### src/rtl/wb_trace_fifo_if.sv
// rtl/wb_trace_fifo_if.sv - capture/drain bundle for the commit-trace FIFO
interface wb_trace_fifo_if #(
  parameter int DEPTH = 16,
  parameter int CYC_W = 16
);
  localparam int CW = $clog2(DEPTH) + 1;

  // Capture side, fed from the MEM/WB boundary
  logic             en_i;
  logic             clr_i;
  logic             rf_we_i;
  logic [4:0]       rf_addr_i;
  logic [31:0]      rf_data_i;
  logic             dm_we_i;
  logic [31:0]      dm_addr_i;
  logic [31:0]      dm_data_i;

  // Drain side, valid/ready toward the monitor
  logic             tr_valid_o;
  logic             tr_ready_i;
  logic             tr_kind_o;
  logic [31:0]      tr_addr_o;
  logic [31:0]      tr_data_o;
  logic [CYC_W-1:0] tr_cycle_o;

  // Status
  logic [CW-1:0]    count_o;
  logic             overflow_o;
  logic [7:0]       drop_cnt_o;

  modport slave (
    input  en_i, clr_i, rf_we_i, rf_addr_i, rf_data_i,
    input  dm_we_i, dm_addr_i, dm_data_i, tr_ready_i,
    output tr_valid_o, tr_kind_o, tr_addr_o, tr_data_o, tr_cycle_o,
    output count_o, overflow_o, drop_cnt_o
  );

  modport master (
    output en_i, clr_i, rf_we_i, rf_addr_i, rf_data_i,
    output dm_we_i, dm_addr_i, dm_data_i, tr_ready_i,
    input  tr_valid_o, tr_kind_o, tr_addr_o, tr_data_o, tr_cycle_o,
    input  count_o, overflow_o, drop_cnt_o
  );
endinterface

### src/rtl/wb_trace_fifo.sv
// rtl/wb_trace_fifo.sv - time-stamped register/memory write trace FIFO
module wb_trace_fifo #(
  parameter int DEPTH = 16,
  parameter int CYC_W = 16
) (
  input logic           clk_i,
  input logic           rst_i,
  wb_trace_fifo_if.slave bus
);
  localparam int AW = $clog2(DEPTH);
  localparam int CW = AW + 1;
  localparam logic [CW:0] W_DEPTH = (CW+1)'(DEPTH);

  // Storage, one field per array so head muxing stays simple
  logic             r_kind  [DEPTH];
  logic [31:0]      r_addr  [DEPTH];
  logic [31:0]      r_data  [DEPTH];
  logic [CYC_W-1:0] r_stamp [DEPTH];

  logic [AW-1:0]    r_wr_ptr;
  logic [AW-1:0]    r_rd_ptr;
  logic [CW-1:0]    r_count;
  logic [CYC_W-1:0] r_cyc;
  logic             r_ovf;
  logic [7:0]       r_drop;

  logic             w_valid;
  logic             w_pop;
  logic             w_rf_ev;
  logic             w_dm_ev;
  logic [CW:0]      w_free;
  logic             w_rf_acc;
  logic             w_dm_acc;
  logic [AW-1:0]    w_dm_ptr;
  logic [1:0]       w_n_push;
  logic [1:0]       w_n_drop;
  logic [8:0]       w_drop_sum;

  // Event qualification and slot allocation; a pop frees a slot in the same cycle
  always_comb begin
    w_valid    = (r_count != '0);
    w_pop      = w_valid & bus.tr_ready_i;
    w_rf_ev    = bus.en_i & bus.rf_we_i & (bus.rf_addr_i != 5'd0);
    w_dm_ev    = bus.en_i & bus.dm_we_i;
    w_free     = W_DEPTH - {1'b0, r_count} + (CW+1)'(w_pop);
    // RF is the older instruction, so it claims the first free slot
    w_rf_acc   = w_rf_ev & (w_free != '0);
    w_dm_acc   = w_dm_ev & (w_free > (CW+1)'(w_rf_acc));
    w_dm_ptr   = r_wr_ptr + AW'(w_rf_acc);
    w_n_push   = {1'b0, w_rf_acc} + {1'b0, w_dm_acc};
    w_n_drop   = {1'b0, w_rf_ev & ~w_rf_acc} + {1'b0, w_dm_ev & ~w_dm_acc};
    w_drop_sum = {1'b0, r_drop} + 9'(w_n_drop);
  end

  // Entry storage; RF and DM may both land in one cycle at consecutive slots
  always_ff @(posedge clk_i) begin
    if (w_rf_acc) begin
      r_kind[r_wr_ptr]  <= 1'b0;
      r_addr[r_wr_ptr]  <= {27'd0, bus.rf_addr_i};
      r_data[r_wr_ptr]  <= bus.rf_data_i;
      r_stamp[r_wr_ptr] <= r_cyc;
    end
    if (w_dm_acc) begin
      r_kind[w_dm_ptr]  <= 1'b1;
      r_addr[w_dm_ptr]  <= bus.dm_addr_i;
      r_data[w_dm_ptr]  <= bus.dm_data_i;
      r_stamp[w_dm_ptr] <= r_cyc;
    end
  end

  // Pointers, occupancy and the free-running stamp counter
  always_ff @(posedge clk_i or posedge rst_i) begin
    if (rst_i) begin
      r_wr_ptr <= '0;
      r_rd_ptr <= '0;
      r_count  <= '0;
      r_cyc    <= '0;
    end else begin
      r_wr_ptr <= r_wr_ptr + AW'(w_n_push);
      r_rd_ptr <= r_rd_ptr + AW'(w_pop);
      r_count  <= r_count + CW'(w_n_push) - CW'(w_pop);
      r_cyc    <= r_cyc + 1'b1;
    end
  end

  // Drop bookkeeping; a drop in the clear cycle overrides the clear
  always_ff @(posedge clk_i or posedge rst_i) begin
    if (rst_i) begin
      r_ovf  <= 1'b0;
      r_drop <= 8'd0;
    end else if (bus.clr_i) begin
      r_ovf  <= (w_n_drop != 2'd0);
      r_drop <= 8'(w_n_drop);
    end else begin
      if (w_n_drop != 2'd0) r_ovf <= 1'b1;
      r_drop <= (w_drop_sum > 9'd255) ? 8'd255 : w_drop_sum[7:0];
    end
  end

  // First-word-fall-through head; fields forced to zero while empty
  always_comb begin
    bus.tr_valid_o = w_valid;
    bus.tr_kind_o  = 1'b0;
    bus.tr_addr_o  = 32'd0;
    bus.tr_data_o  = 32'd0;
    bus.tr_cycle_o = '0;
    if (w_valid) begin
      bus.tr_kind_o  = r_kind[r_rd_ptr];
      bus.tr_addr_o  = r_addr[r_rd_ptr];
      bus.tr_data_o  = r_data[r_rd_ptr];
      bus.tr_cycle_o = r_stamp[r_rd_ptr];
    end
    bus.count_o    = r_count;
    bus.overflow_o = r_ovf;
    bus.drop_cnt_o = r_drop;
  end
endmodule

### src/flat_wrapper.sv
// flat-port wrapper written by rule: the top's interface ports become plain ports
module wb_trace_fifo_flat 
#(
  parameter int DEPTH = 16,
  parameter int CYC_W = 16
)
  (clk_i, rst_i, bus_en_i, bus_clr_i, bus_rf_we_i, bus_rf_addr_i, bus_rf_data_i, bus_dm_we_i, bus_dm_addr_i, bus_dm_data_i, bus_tr_ready_i, bus_tr_valid_o, bus_tr_kind_o, bus_tr_addr_o, bus_tr_data_o, bus_tr_cycle_o, bus_count_o, bus_overflow_o, bus_drop_cnt_o);
  wb_trace_fifo_if #(.DEPTH(DEPTH), .CYC_W(CYC_W)) bus_i ();
  input logic clk_i;
  input logic rst_i;
  input wire logic [$bits(bus_i.en_i)-1:0] bus_en_i;
  input wire logic [$bits(bus_i.clr_i)-1:0] bus_clr_i;
  input wire logic [$bits(bus_i.rf_we_i)-1:0] bus_rf_we_i;
  input wire logic [$bits(bus_i.rf_addr_i)-1:0] bus_rf_addr_i;
  input wire logic [$bits(bus_i.rf_data_i)-1:0] bus_rf_data_i;
  input wire logic [$bits(bus_i.dm_we_i)-1:0] bus_dm_we_i;
  input wire logic [$bits(bus_i.dm_addr_i)-1:0] bus_dm_addr_i;
  input wire logic [$bits(bus_i.dm_data_i)-1:0] bus_dm_data_i;
  input wire logic [$bits(bus_i.tr_ready_i)-1:0] bus_tr_ready_i;
  output wire logic [$bits(bus_i.tr_valid_o)-1:0] bus_tr_valid_o;
  output wire logic [$bits(bus_i.tr_kind_o)-1:0] bus_tr_kind_o;
  output wire logic [$bits(bus_i.tr_addr_o)-1:0] bus_tr_addr_o;
  output wire logic [$bits(bus_i.tr_data_o)-1:0] bus_tr_data_o;
  output wire logic [$bits(bus_i.tr_cycle_o)-1:0] bus_tr_cycle_o;
  output wire logic [$bits(bus_i.count_o)-1:0] bus_count_o;
  output wire logic [$bits(bus_i.overflow_o)-1:0] bus_overflow_o;
  output wire logic [$bits(bus_i.drop_cnt_o)-1:0] bus_drop_cnt_o;
  assign bus_i.en_i = bus_en_i;
  assign bus_i.clr_i = bus_clr_i;
  assign bus_i.rf_we_i = bus_rf_we_i;
  assign bus_i.rf_addr_i = bus_rf_addr_i;
  assign bus_i.rf_data_i = bus_rf_data_i;
  assign bus_i.dm_we_i = bus_dm_we_i;
  assign bus_i.dm_addr_i = bus_dm_addr_i;
  assign bus_i.dm_data_i = bus_dm_data_i;
  assign bus_i.tr_ready_i = bus_tr_ready_i;
  assign bus_tr_valid_o = bus_i.tr_valid_o;
  assign bus_tr_kind_o = bus_i.tr_kind_o;
  assign bus_tr_addr_o = bus_i.tr_addr_o;
  assign bus_tr_data_o = bus_i.tr_data_o;
  assign bus_tr_cycle_o = bus_i.tr_cycle_o;
  assign bus_count_o = bus_i.count_o;
  assign bus_overflow_o = bus_i.overflow_o;
  assign bus_drop_cnt_o = bus_i.drop_cnt_o;
  wb_trace_fifo #(.DEPTH(DEPTH), .CYC_W(CYC_W)) u_core (.clk_i(clk_i), .rst_i(rst_i), .bus(bus_i));
endmodule
### config.mk
export PLATFORM = sky130hd
export DESIGN_NAME = wb_trace_fifo_flat
export DESIGN_NICKNAME = d
export VERILOG_FILES = /design/src/rtl/wb_trace_fifo_if.sv /design/src/rtl/wb_trace_fifo.sv /design/src/flat_wrapper.sv
export SDC_FILE = /design/constraint.sdc
export NUM_CORES = 2
export LEC_CHECK = 0
export ABC_AREA = 0
export ABC_CLOCK_PERIOD_IN_PS = 8500
export CAP_MARGIN = 10
export CORE_MARGIN = 8
export CORE_UTILIZATION = 58
export CTS_CLUSTER_SIZE = 16
export DETAILED_ROUTE_END_ITERATION = 6
export PLACE_DENSITY = 0.76
export SETUP_SLACK_MARGIN = 0.15
export SLEW_MARGIN = 20
export SYNTH_ARGS = -nofsm -noshare
export SYNTH_HDL_FRONTEND = slang
export SYNTH_SLANG_ARGS = --single-unit
export TNS_END_PERCENT = 20
### constraint.sdc
create_clock -name clk_i -period 8.5 [get_ports clk_i]
set_clock_uncertainty 0.15 [all_clocks]
set_input_delay 1.7 -clock clk_i [delete_from_list [all_inputs] [get_ports clk_i]]
set_output_delay 1.7 -clock clk_i [all_outputs]
set_load 0.01 [all_outputs]
==> key figures <==
Status
  • Status: finished, final reports clean

CTS
  • Clk sink count: 1334
  • CTS Hold Bufs: 0
  • Clk buf depth: 3
  • Htree depth: 4
  • Post-CTS Setup Inserts: 0
  • CTS tree: built
  • Total CTS buffers: 140
  • Clock-pin slew on the worst setup and hold paths: 60 ps
  • Post-cts sizing count: 0
  • Clk Latency, worst-skew pair: ~750 ps
  • Root Buffer: clkbuf_16

Worst setup path
  • Critical Path End Type: register
  • Critical path's slowest cell: nand2b_4
  • WS Path Type: register to register
  • CP peak stage delay: around 800 ps
  • R2R Path Start: u_core.bus.count_o[3]
  • Worst Path Required: slightly below 9000 ps
  • CP Launch Point: u_core.bus.count_o[3]
  • Crit-path cells: inv_1, ha_1, nand2b_1, or3_4, nand2_1, ha_1, inv_1, ha_1, nor3_1, o2111ai_1, buf_4, and2_1, ha_1, ha_1, nand2b_1, o32ai_1, and3_4, nand2b_4, buf_4
  • Worst reg2reg path depth: 19
  • Crit path max fanout: 43
  • FF-to-FF setup slack: 1720 ps
  • Crit-path most repeated cell: ha_1
  • Startpoint type of the worst setup path: register
  • Reg2reg end: u_core.r_stamp[6][6]
  • Arrival time at the worst endpoint: slightly above 7000 ps

Synthesis
  • Area leader, netlist: edfxtp_1
  • Primary FF master, synth: edfxtp_1
  • Most frequent cell after synthesis: edfxtp_1
  • Post-synthesis cell type count: just over 50
  • Mapped Cells: 3417
  • Top-area cell type share of the netlist area: 0.610
  • Largest cells by area after synthesis: edfxtp_1 61%, mux4_2 14%, mux2_4 5.7%
  • #FFs+latches synth: 1334
  • Post-synth EDFFs: ~1300
  • Post-synth top cells: 1280 x edfxtp_1, 514 x and2_1, 405 x mux4_2
  • Average size of a mapped cell: 18.4 um^2
  • Yosys warning count: 0
  • Sequential area share after synthesis: 0.631
  • Post-Syn Nets: around 3600
  • Async SR Flop Fraction: 0.0285
  • Post-Synthesis Cell Area: ~0.063 mm^2

Floorplanning
  • Io pins: approximately 200
  • Core Region: roughly 0.11 mm^2
  • Die H: ~350 um
  • Row Count: around 120
  • Initial cell density of the core: 0.582
  • Die area: approximately 0.12 mm^2
  • DIE WIDTH: roughly 350 um

Worst hold path
  • Hold Path Sink: u_core.r_kind[9]
  • Hold Path Origin: u_core.r_kind[9]
  • Hold Crit Class: register to register
  • Hold path cells: 1

STA
  • Max Slew Vio Count: 0
  • Finish-stage setup viols: 0
  • Hold Fails Final Rpt: 0
  • RSZ-0062 raised after global routing: false
  • Tightest Pin Transition: roughly 1100 ps
  • Crit path time final: ~6800 ps
  • Fmax: 0.148 GHz
  • Setup TNS: 0 ps
  • Tcrit/Tclk final: 0.797
  • Rel. slew slack: 0.269

Detailed routing
  • WL/cell: between 30 and 40 um
  • WL final: 159 mm
  • Initial drt markers: just under 4000
  • DR pass1 iterations: 5
  • Via/cell ratio: approximately 6.6
  • Via count: ~33000
  • DRC errors left: 0
  • ANT nets after route: 0

Pwr
  • Peak supply drop: between 200 and 250 uV
  • Seq pwr share: 0.390
  • Sw Share: 0.302
  • Pint: about 15000 uW
  • LEAKAGE: 0.0236 uW
  • Combinational share of power: 0.327
  • Clock share of power: 0.283
  • Net Sw Power: between 6000 and 7000 uW
  • Pwr/cell area: 306 mW/mm^2

Layout
  • Ratio of cells with drive above 1 in the final layout: 0.338
  • Synth-to-Final Area Change: 12.6%
  • FILL cells: roughly 7000
  • Design area: 0.0709 mm^2
  • Final net count: ~3600

Placement
  • DPL Wire Length: 86.4 mm
  • Placed Instance Area: about 0.066 mm^2
  • # port buffers: just over 200
  • Routability cong.: 0.812

Global route
  • Met2 Usage GRT: 0.433
  • First-pass GRT wire length: about 230 mm
  • Top Usage Layer GRT: met2
  • Met1 usage: 0.357
  • Initial antenna violation count: 24
  • GRT overflow: 0
  • Largest net degree at the start of global routing: between 100 and 150
  • Tot GR Track Use: 0.263
  • GR Util met3: 0.0550
  • Vias in the first global route: ~35000

Flow run
  • MaxCap Viol Count: 0
==> final cells by class <==
class | count | area (um^2) | area share
flip-flops and latches | 1334 | 39700 | 0.560
multi-input cells | 1734 | 21800 | 0.307
clock buffers | 173 | 3660 | 0.0516
repair buffers | 267 | 2860 | 0.0404
well taps | 1414 | 1770 | 0.0250
clock inverters | 87 | 958 | 0.0135
inverters | 31 | 116 | 0.00164
diodes | 15 | 37.5 | 0.000529
==> metrics by stage <==
step	utilization	hold slack (ps)	worst slack, ps	instances	power, uW
6_report	0.655	298	1720	5055	21700
5_1_grt	0.655	316	1380	5047	22400
4_1_cts	0.655	299	1760	5040	21800
3_5_place_dp	0.612	286	1040	4780	15700
3_3_place_gp	0.612	279	1160	4780	15600
2_1_floorplan	-	271	1030	3417	13000
==> logic make-up after synthesis <==
family / Yosys count / share of synthesized area
compound gates: 43 / 0.00536
xor+xnor: 25 / 0.00348
fa+ha+maj: 26 / 0.00552
buf+inv: 349 / 0.0272
flops: 1334 / 0.631
mux: 998 / 0.265
simple gates: 642 / 0.0627
==> worst max-delay path: cells and delay by family, from the launching register on <==
family / cells / cell delay, ps
flops: 1 / 430
simple gates: 8 / 3080
compound gates: 2 / 690
buf+inv: 4 / 910
fa+ha+maj: 5 / 1190
==> routing by layer <==
| metal | vias to the layer above | wire (um) |
|---|---|---|
| met5 | - | 53 |
| met2 | 1649 | 78900 |
| met1 | 17759 | 62600 |
| met3 | 246 | 13600 |
| li1 | 13613 | - |
| met4 | 8 | 3730 |
==> state kept, by name, summed over array words and instances (netlist names) <==
register / cells
u_core.r_cyc: 16
u_core.r_kind: 16
u_core.bus.overflow_o: 1
u_core.r_wr_ptr: 4
u_core.r_addr: 512
u_core.r_data: 512
u_core.r_stamp: 256
u_core.bus.drop_cnt_o: 8
u_core.bus.count_o: 5
u_core.r_rd_ptr: 4
==> power by group through the flow <==
stage | sequential (uW) | clock, uW | combinational [uW]
2_1_floorplan | 8350 | 0 | 4650
3_3_place_gp | 8530 | 0 | 7040
3_5_place_dp | 8590 | 0 | 7130
4_1_cts | 8450 | 6200 | 7170
5_1_grt | 8510 | 6450 | 7470
6_report | 8450 | 6130 | 7100
==> worst max path at each step <==
stage | to | cells after the start
2_1_floorplan | u_core.r_addr[10][0] | 16
3_3_place_gp | u_core.r_stamp[6][10] | 17
3_5_place_dp | u_core.r_stamp[6][9] | 17
4_1_cts | u_core.r_stamp[7][11] | 19
5_1_grt | u_core.r_stamp[7][11] | 19
6_report | u_core.r_stamp[6][6] | 19
==> cells in the final DEF, fill, tap and decap left out, types with 13 or more instances in the layout <==
cell / count
a21o_1: 20
and2_1: 514
buf_12: 28
buf_4: 36
bufinv_16: 13
clkbuf_1: 30
clkbuf_16: 140
clkdlybuf4s50_1: 203
clkinv_1: 30
clkinv_2: 22
dfrtp_1: 34
dfxtp_1: 16
diode_2: 15
edfxtp_1: 1280
ha_1: 23
inv_1: 30
mux2_1: 80
mux2_2: 272
mux2_4: 240
mux4_2: 405
nand2_1: 18
nand2b_4: 16
nand4_1: 17
nor2_1: 20
xnor2_1: 17
No activity file was read; power rests on OpenSTA's default activity.
